<file path="src/rtl/branch_resolve_ctrl.sv">
// Conditional-branch sequencer: drives the shared comparator, resolves taken/not-taken,
// issues a fetch redirect handshake, then a timed flush. Keeps saturating branch statistics.
module branch_resolve_ctrl #(
  parameter int unsigned DATA_LENGTH  = 32,
  parameter int unsigned FLUSH_CYCLES = 2,
  parameter int unsigned CNT_W        = 16
) (
  input  logic                   clk,
  input  logic                   rst,
  input  logic                   br_valid,
  output logic                   br_ready,
  input  logic [2:0]             br_funct3,
  input  logic [DATA_LENGTH-1:0] br_rs1,
  input  logic [DATA_LENGTH-1:0] br_rs2,
  input  logic [DATA_LENGTH-1:0] br_pc,
  input  logic [DATA_LENGTH-1:0] br_imm,
  output logic [DATA_LENGTH-1:0] cmp_num1,
  output logic [DATA_LENGTH-1:0] cmp_num2,
  output logic                   cmp_BrUn,
  input  logic                   cmp_BrEq,
  input  logic                   cmp_BrLt,
  output logic                   redirect_valid,
  input  logic                   redirect_ready,
  output logic [DATA_LENGTH-1:0] redirect_pc,
  output logic                   flush,
  output logic                   br_done,
  output logic                   br_taken,
  output logic                   br_illegal,
  output logic [CNT_W-1:0]       cnt_branches,
  output logic [CNT_W-1:0]       cnt_taken
);

  // Flush counter holds cycles remaining after the current one.
  localparam int unsigned FcW = (FLUSH_CYCLES > 1) ? $clog2(FLUSH_CYCLES) : 1;
  localparam logic [FcW-1:0] FlushLoad = FcW'((FLUSH_CYCLES > 0) ? FLUSH_CYCLES - 1 : 0);

  typedef enum logic [2:0] {StIdle, StCmp, StResolve, StRedir, StFlush} state_e;

  state_e                 state_q, state_d;
  logic [DATA_LENGTH-1:0] num1_q, num2_q, target_q;
  logic                   brun_q, eq_q, lt_q;
  logic [2:0]             funct3_q;
  logic [FcW-1:0]         fcnt_q;
  logic [CNT_W-1:0]       cnt_br_q, cnt_tk_q;
  logic                   taken, illegal;

  always_comb begin
    taken   = 1'b0;
    illegal = 1'b0;
    case (funct3_q)
      3'b000:          taken = eq_q;
      3'b001:          taken = ~eq_q;
      3'b100, 3'b110:  taken = lt_q;
      3'b101, 3'b111:  taken = ~lt_q;
      default:         illegal = 1'b1;
    endcase
  end

  // State register
  always_ff @(posedge clk) begin
    if (rst) begin
      state_q <= StIdle;
    end else begin
      state_q <= state_d;
    end
  end

  // Next-state logic
  always_comb begin
    state_d = state_q;
    unique case (state_q)
      StIdle:    if (br_valid) state_d = StCmp;
      StCmp:     state_d = StResolve;
      StResolve: state_d = taken ? StRedir : StIdle;
      StRedir: begin
        if (redirect_ready) state_d = (FLUSH_CYCLES > 0) ? StFlush : StIdle;
      end
      StFlush:   if (fcnt_q == '0) state_d = StIdle;
      default:   state_d = StIdle;
    endcase
  end

  // Datapath and statistics
  always_ff @(posedge clk) begin
    if (rst) begin
      num1_q   <= '0;
      num2_q   <= '0;
      brun_q   <= 1'b0;
      funct3_q <= 3'b000;
      target_q <= '0;
      eq_q     <= 1'b0;
      lt_q     <= 1'b0;
      fcnt_q   <= '0;
      cnt_br_q <= '0;
      cnt_tk_q <= '0;
    end else begin
      if (state_q == StIdle && br_valid) begin
        num1_q   <= br_rs1;
        num2_q   <= br_rs2;
        brun_q   <= br_funct3[1];
        funct3_q <= br_funct3;
        target_q <= br_pc + br_imm;
      end
      if (state_q == StCmp) begin
        eq_q <= cmp_BrEq;
        lt_q <= cmp_BrLt;
      end
      if (state_q == StRedir && redirect_ready) begin
        fcnt_q <= FlushLoad;
      end else if (state_q == StFlush && fcnt_q != '0) begin
        fcnt_q <= fcnt_q - 1'b1;
      end
      if (state_q == StResolve) begin
        if (cnt_br_q != '1) cnt_br_q <= cnt_br_q + 1'b1;
        if (taken && cnt_tk_q != '1) cnt_tk_q <= cnt_tk_q + 1'b1;
      end
    end
  end

  // Outputs
  always_comb begin
    br_ready       = (state_q == StIdle);
    br_done        = (state_q == StResolve);
    br_taken       = (state_q == StResolve) && taken;
    br_illegal     = (state_q == StResolve) && illegal;
    redirect_valid = (state_q == StRedir);
    flush          = (state_q == StFlush);
  end

  assign cmp_num1     = num1_q;
  assign cmp_num2     = num2_q;
  assign cmp_BrUn     = brun_q;
  assign redirect_pc  = target_q;
  assign cnt_branches = cnt_br_q;
  assign cnt_taken    = cnt_tk_q;

endmodule

</file>
<file path="config.mk">
export PLATFORM = sky130hd
export DESIGN_NAME = branch_resolve_ctrl
export DESIGN_NICKNAME = d
export VERILOG_FILES = /design/src/rtl/branch_resolve_ctrl.sv
export SDC_FILE = /design/constraint.sdc
export NUM_CORES = 1
export LEC_CHECK = 0
export ABC_AREA = 1
export BUFFER_PORTS_ARGS = -buffer_cell sky130_fd_sc_hd__buf_2
export CAP_MARGIN = 20
export CORE_MARGIN = 10
export CORE_UTILIZATION = 30
export CTS_CLUSTER_DIAMETER = 40
export DETAILED_ROUTE_END_ITERATION = 10
export PLACE_DENSITY = 0.55
export SLEW_MARGIN = 20
export SYNTH_ARGS = -nofsm -noshare
export SYNTH_HDL_FRONTEND = slang
export SYNTH_SLANG_ARGS = --single-unit
</file>
<file path="constraint.sdc">
create_clock -name clk -period 2.5 [get_ports clk]
set_clock_uncertainty 0.15 [all_clocks]
set_input_delay 0.125 -clock clk [delete_from_list [all_inputs] [get_ports clk]]
set_output_delay 0.125 -clock clk [all_outputs]
set_load 0.02 [all_outputs]
</file>
Yosys cells after proc, flatten, opt, wreduce, memory -nomap -nowiden
Index checks and enable logic that the tools add are counted.
Widths: inputs -> output; s select.
Cells by class
  reduce and logical (&&, ||, !) cells: 15
  bitwise gates (word level): 2
  muxes and demuxes: 9
  eq/ne operators: 14
  add/sub/neg operators: 4
Operators with widths (number)
  $add 16x1->16 const B: 2
  $add 32x32->32: 1
  $ne 16x16->1 const B: 2
  $eq 3x3->1 const B: 5
  $pmux 3 s5: 1
  $mux 3: 3
  $eq 3x1->1 const B: 2
  $eq 3x2->1 const B: 2
  $logic_and 1x1->1: 6
  $logic_not 3->1: 2
  $reduce_or 6->1: 1
  $ne 2x2->1 const B: 2
  $pmux 1 s4: 1
  $reduce_and 2->1: 2
  $reduce_or 2->1: 2
  $mux 1: 3
  $reduce_and 3->1: 1
  $mux 2: 1
  $ne 2x1->1 const B: 1
  $not 1->1: 2
  $reduce_bool 2->1: 1
  $sub 1x1->1 const B: 1
Storage, ports and cells
  output and inout port bits: 135
  bits in registers: 138
  word-level logic and storage cells: 55
  input bits: 137

Depth between registers and ports, before layout
  depth in word-level cells: 5
  depth in mapped cells: 14

Worst setup path after synthesis
Ideal clock, no wire load.
  kind: register -> register
  start point: register cnt_tk_q[0], in the netlist cnt_taken[0]
  end point: register cnt_tk_q[3], in the netlist cnt_taken[3]
  setup slack: 0.508 ns
  cell stages (with the launch flop): 10
  library setup time: 0.132 ns
  data arrival time: 1.710 ns
  period minus slack after synthesis: 1.992 ns
  data required time: 2.218 ns
  cells stage by stage: dfxtp_1 ha_1 nand2_1 nor3_1 nand4_1 nand2_4 buf_6 nor2_4 o21ai_1 a21oi_1
On the way
  word-level cells in the longest chain between the ends: 3
  elaborated cells on any way between the ends: 4
  classes of those cells: 1 x add/sub; 1 x eq/ne; 2 x reduce/logical
RTL lines
  from (decl): RTL line 44  | logic [CNT_W-1:0] cnt_br_q, cnt_tk_q;
  from (signal assigned): RTL line 115  | if (taken && cnt_tk_q != '1) cnt_tk_q <= cnt_tk_q + 1'b1;
  parallel branches: the longest is 3 deep, another holds $add 16x1->16
Parallel ways; which one is timed is not known.
A chain may end at the register's enable or synchronous reset.

Worst setup path after layout
  start point: input port br_imm[0]
  end point: register target_q[24], in the netlist redirect_pc[24]
On the way
  word-level cells in the longest chain between the ends: 1
RTL lines
  from (decl): RTL line 16  | input logic [DATA_LENGTH-1:0] br_imm,
  $add 32x32->32: RTL line 102  | target_q <= br_pc + br_imm;
  to (signal assigned): RTL line 102
  to (decl): RTL line 40  | logic [DATA_LENGTH-1:0] num1_q, num2_q, target_q;
Every way passes these cells.

==> impl_metrics.env <==
export IMPL_place_inst=1811
export IMPL_synth_area_leaders="dfxtp_1 (35%), nand2_1 (21%), inv_1 (8.7%)"
export IMPL_synth_adder_area_share_pct=5.52
export IMPL_grt_use_total_pct=16.2
export IMPL_cts_buffer_depth=2
export IMPL_fin_crit_sh_pct=90.0
export IMPL_synthMuxAreaShare_pct=0
export IMPL_via_count=8678
export IMPL_wl_um=27400
export IMPL_grt_busiest_layer="met2"
export IMPL_seq_area_sq_um=2740
export IMPL_grt_use_met2_pct=27.4
export IMPL_final_min_clock_period_ps=2250
export IMPL_grt_max_degree=85
export IMPL_start_kind="primary input"
export IMPL_async_flop_share_pct=0
export IMPL_initial_core_util_pct=30.3
export IMPL_synth_top_area_cell="dfxtp_1"
export IMPL_cp_required_ps=2650
export IMPL_synth_edff_count=0
export IMPL_insertion_delay_ps=420
export IMPL_htreeDepth=4
export IMPL_peakVddDrop_mv=0.393
export IMPL_synth_top_family_by_area="simple AND/OR/NAND/NOR gates"
export IMPL_dr_pass1_iters=5
export IMPL_synth_common_cells="nand2_1 (443), inv_1 (182), dfxtp_1 (137), a21oi_1 (118), nor2_1 (85)"
export IMPL_netlist_area_leader_share_pct=35.0
export IMPL_critPathBufInv=3
export IMPL_grt_util_met3_pct=4.29
export IMPL_syn_inst=1233
export IMPL_pin_count=272
export IMPL_hold_viol=0
export IMPL_yosysWarnings=0
export IMPL_fp_dieH_um=182
export IMPL_clk_pin_slew_worst_paths_ps=70
export IMPL_synthesis_nets=1404
export IMPL_multiInputGateArea_sq_um=4230
export IMPL_cts_setup_buffers=0
export IMPL_fin_hold_ws_ps=30.7
export IMPL_clock_sinks=137
export IMPL_status="completed"
export IMPL_drc=0
export IMPL_nNetsFinal=1740
export IMPL_ant_nets=0
export IMPL_p_per_area_nw_per_um2=662
export IMPL_end_kind="flop"
export IMPL_post_dp_hpwl_um=20900
export IMPL_setup_violations=0
export IMPL_fmax_mhz=444
export IMPL_rsz0062_at_grt="false"
export IMPL_post_cts_resized=0
export IMPL_critPathTopFamily="simple AND/OR/NAND/NOR gates"
export IMPL_fp_coreArea_sq_um=25900
export IMPL_drt_iter0_drc=603
export IMPL_cts_tree="built"
export IMPL_cp_slowest_stage_delay_ps=530
export IMPL_root_buffer="clkbuf_16"
export IMPL_die_area_sq_um=33000
export IMPL_grt_pass1_vias=8641
export IMPL_area_delta_synth_final_pct=39.4
export IMPL_p_leak_nw=5.71
export IMPL_antenna_found_initial=1
export IMPL_synth_simple_gate_area_share_pct=32.2
export IMPL_worstMarginPinSlew_ps=966
export IMPL_hp_class="in -> reg"
export IMPL_num_rows=59
export IMPL_cp_cell_sequence="dlygate4sd3_1 -> buf_2 -> ha_1 -> fa_1 -> nand3_1 -> nand3_1 -> nand2_1 -> nand2_1 -> nand2_1 -> nand2_1 -> nand2_1 -> nand2_1 -> nand2_1 -> nand3_1 -> nand2_1 -> inv_1"
export IMPL_fin_tns_setup_ps=0
export IMPL_numCtsBuffers=17
export IMPL_wl_per_cell_um=14.3
export IMPL_antenna_cells=0
export IMPL_relSlewSlack_pct=35.6
export IMPL_synth_xor_area_share_pct=2.90
export IMPL_gp_congestion=0.875
export IMPL_fill_cells=2758
export IMPL_synth_seq_cells=137
export IMPL_place_port_buffers=271
export IMPL_worst_path_max_fanout=4
export IMPL_layout_cells_non_filler=1917
export IMPL_crit_slowest_cell="dlygate4sd3_1"
export IMPL_gr_total_overflow=0
export IMPL_finalMaxSlewViolations=0
export IMPL_path_class="in -> reg"
export IMPL_arrival_ps=2400
export IMPL_synth_area_per_cell_sq_um=6.36
export IMPL_die_w_um=182
export IMPL_netlist_area_sq_um=7840
export IMPL_synth_compound_area_share_pct=13.2
export IMPL_synth_top_flop_cell="dfxtp_1"
export IMPL_maxCapViolCount=0
export IMPL_drive_gt1_share_pct=20.8
export IMPL_crit_top_cell="nand2_1"
export IMPL_grt_pass1_wl_um=44500
export IMPL_routed_via_density=4.53
export IMPL_yosysMostFrequentCell="nand2_1"
export IMPL_grt_use_met1_pct=19.7
export IMPL_seq_area_frac_synth_pct=35.0
export IMPL_synth_cell_types=39
-- logic make-up after synthesis --
| kind of cell | after synthesis |
|---|---|
| AOI/OAI and AO/OA | 189 |
| xor gates and xnor gates | 26 |
| adders and majority gates | 34 |
| buffers and inverters | 224 |
| DFF | 137 |
| and+or+nand+nor | 623 |
-- worst paths after layout --
path                                      from                       endpoint  slack (ps)  cells after the start
setup / recovery                     br_imm[0]   redirect_pc[24]$_SDFFE_PP0P_         250                     16
hold / removal                       br_imm[1]    redirect_pc[1]$_SDFFE_PP0P_          30                      4
setup reg to reg  cnt_branches[1]$_SDFFE_PP0P_  cnt_branches[12]$_SDFFE_PP0P_         470                      8
hold reg to reg      cmp_num1[28]$_SDFFE_PP0P_      cmp_num1[28]$_SDFFE_PP0P_         310                      2
-- repair_timing --
| item | in CTS | in global routing |
|---|---|---|
| endpoints found under the hold margin | 75 | 0 |
| hold buffers | 74 | 0 |
| endpoints found under the setup margin | 0 | 0 |
-- metal layers --
metal	vias to the layer above	routed length, um
met3	26	1830
met1	3890	12000
met4	0	527
met2	248	13100
li1	4514	-
met5	-	0
-- layout make-up --
cell class | count | area share [%]
clock buffer | 18 | 4.02
clock inverter | 14 | 1.90
inverter | 186 | 6.40
multi-input combinational | 872 | 38.7
sequential | 137 | 25.1
tap | 335 | 3.83
timing repair buffer | 355 | 20.1
-- placed cells by master (no fill, tap or decap), types with 16 or more instances in the layout --
master         Yosys  layout
buf_2             13     271
inv_1            182     182
o21ai_0           34      34
dlygate4sd3_1      0      74
clkbuf_16          0      17
nor3_1            16      16
ha_1              33      33
xor2_1            21      21
dfxtp_1          137     137
a21oi_1          118     118
nand2_1          443     442
nand3_1           58      58
nor2_1            85      85
-- tightest hold or removal path: cells and delay by family --
family | cells | cell delay, ps
simple gates | 1 | 60
fa+ha+maj | 1 | 160
buf+inv | 1 | 110
compound gates | 1 | 110
-- flip-flops by register name, indices dropped and copies added (netlist names) --
signal and cells:
lt_q 1, cmp_num2 32, cnt_taken 16, cmp_num1 32
funct3_q 3, eq_q 1, fcnt_q 1, state_q 3
cnt_branches 16, redirect_pc 32
-- metrics by stage --
| stage | instance area, sq um | power, mW | util (%) | setup slack [ps] |
|---|---|---|---|---|
| 2_1_floorplan | 7840 | 3.71 | - | 508 |
| 3_3_place_gp | 9550 | 4.36 | 36.8 | 386 |
| 3_5_place_dp | 9550 | 4.37 | 36.8 | 382 |
| 4_1_cts | 10900 | 7.33 | 42.2 | 287 |
| 5_1_grt | 10900 | 7.64 | 42.2 | 91.5 |
| 6_report | 10900 | 7.23 | 42.2 | 249 |
-- report_power, final --
part	total (mW)	switching [mW]	internal [mW]
Combinational	1.89	1.21	0.682
Clock	2.82	1.09	1.73
Sequential	2.52	0.128	2.39
No activity file was read; power rests on OpenSTA's default activity.
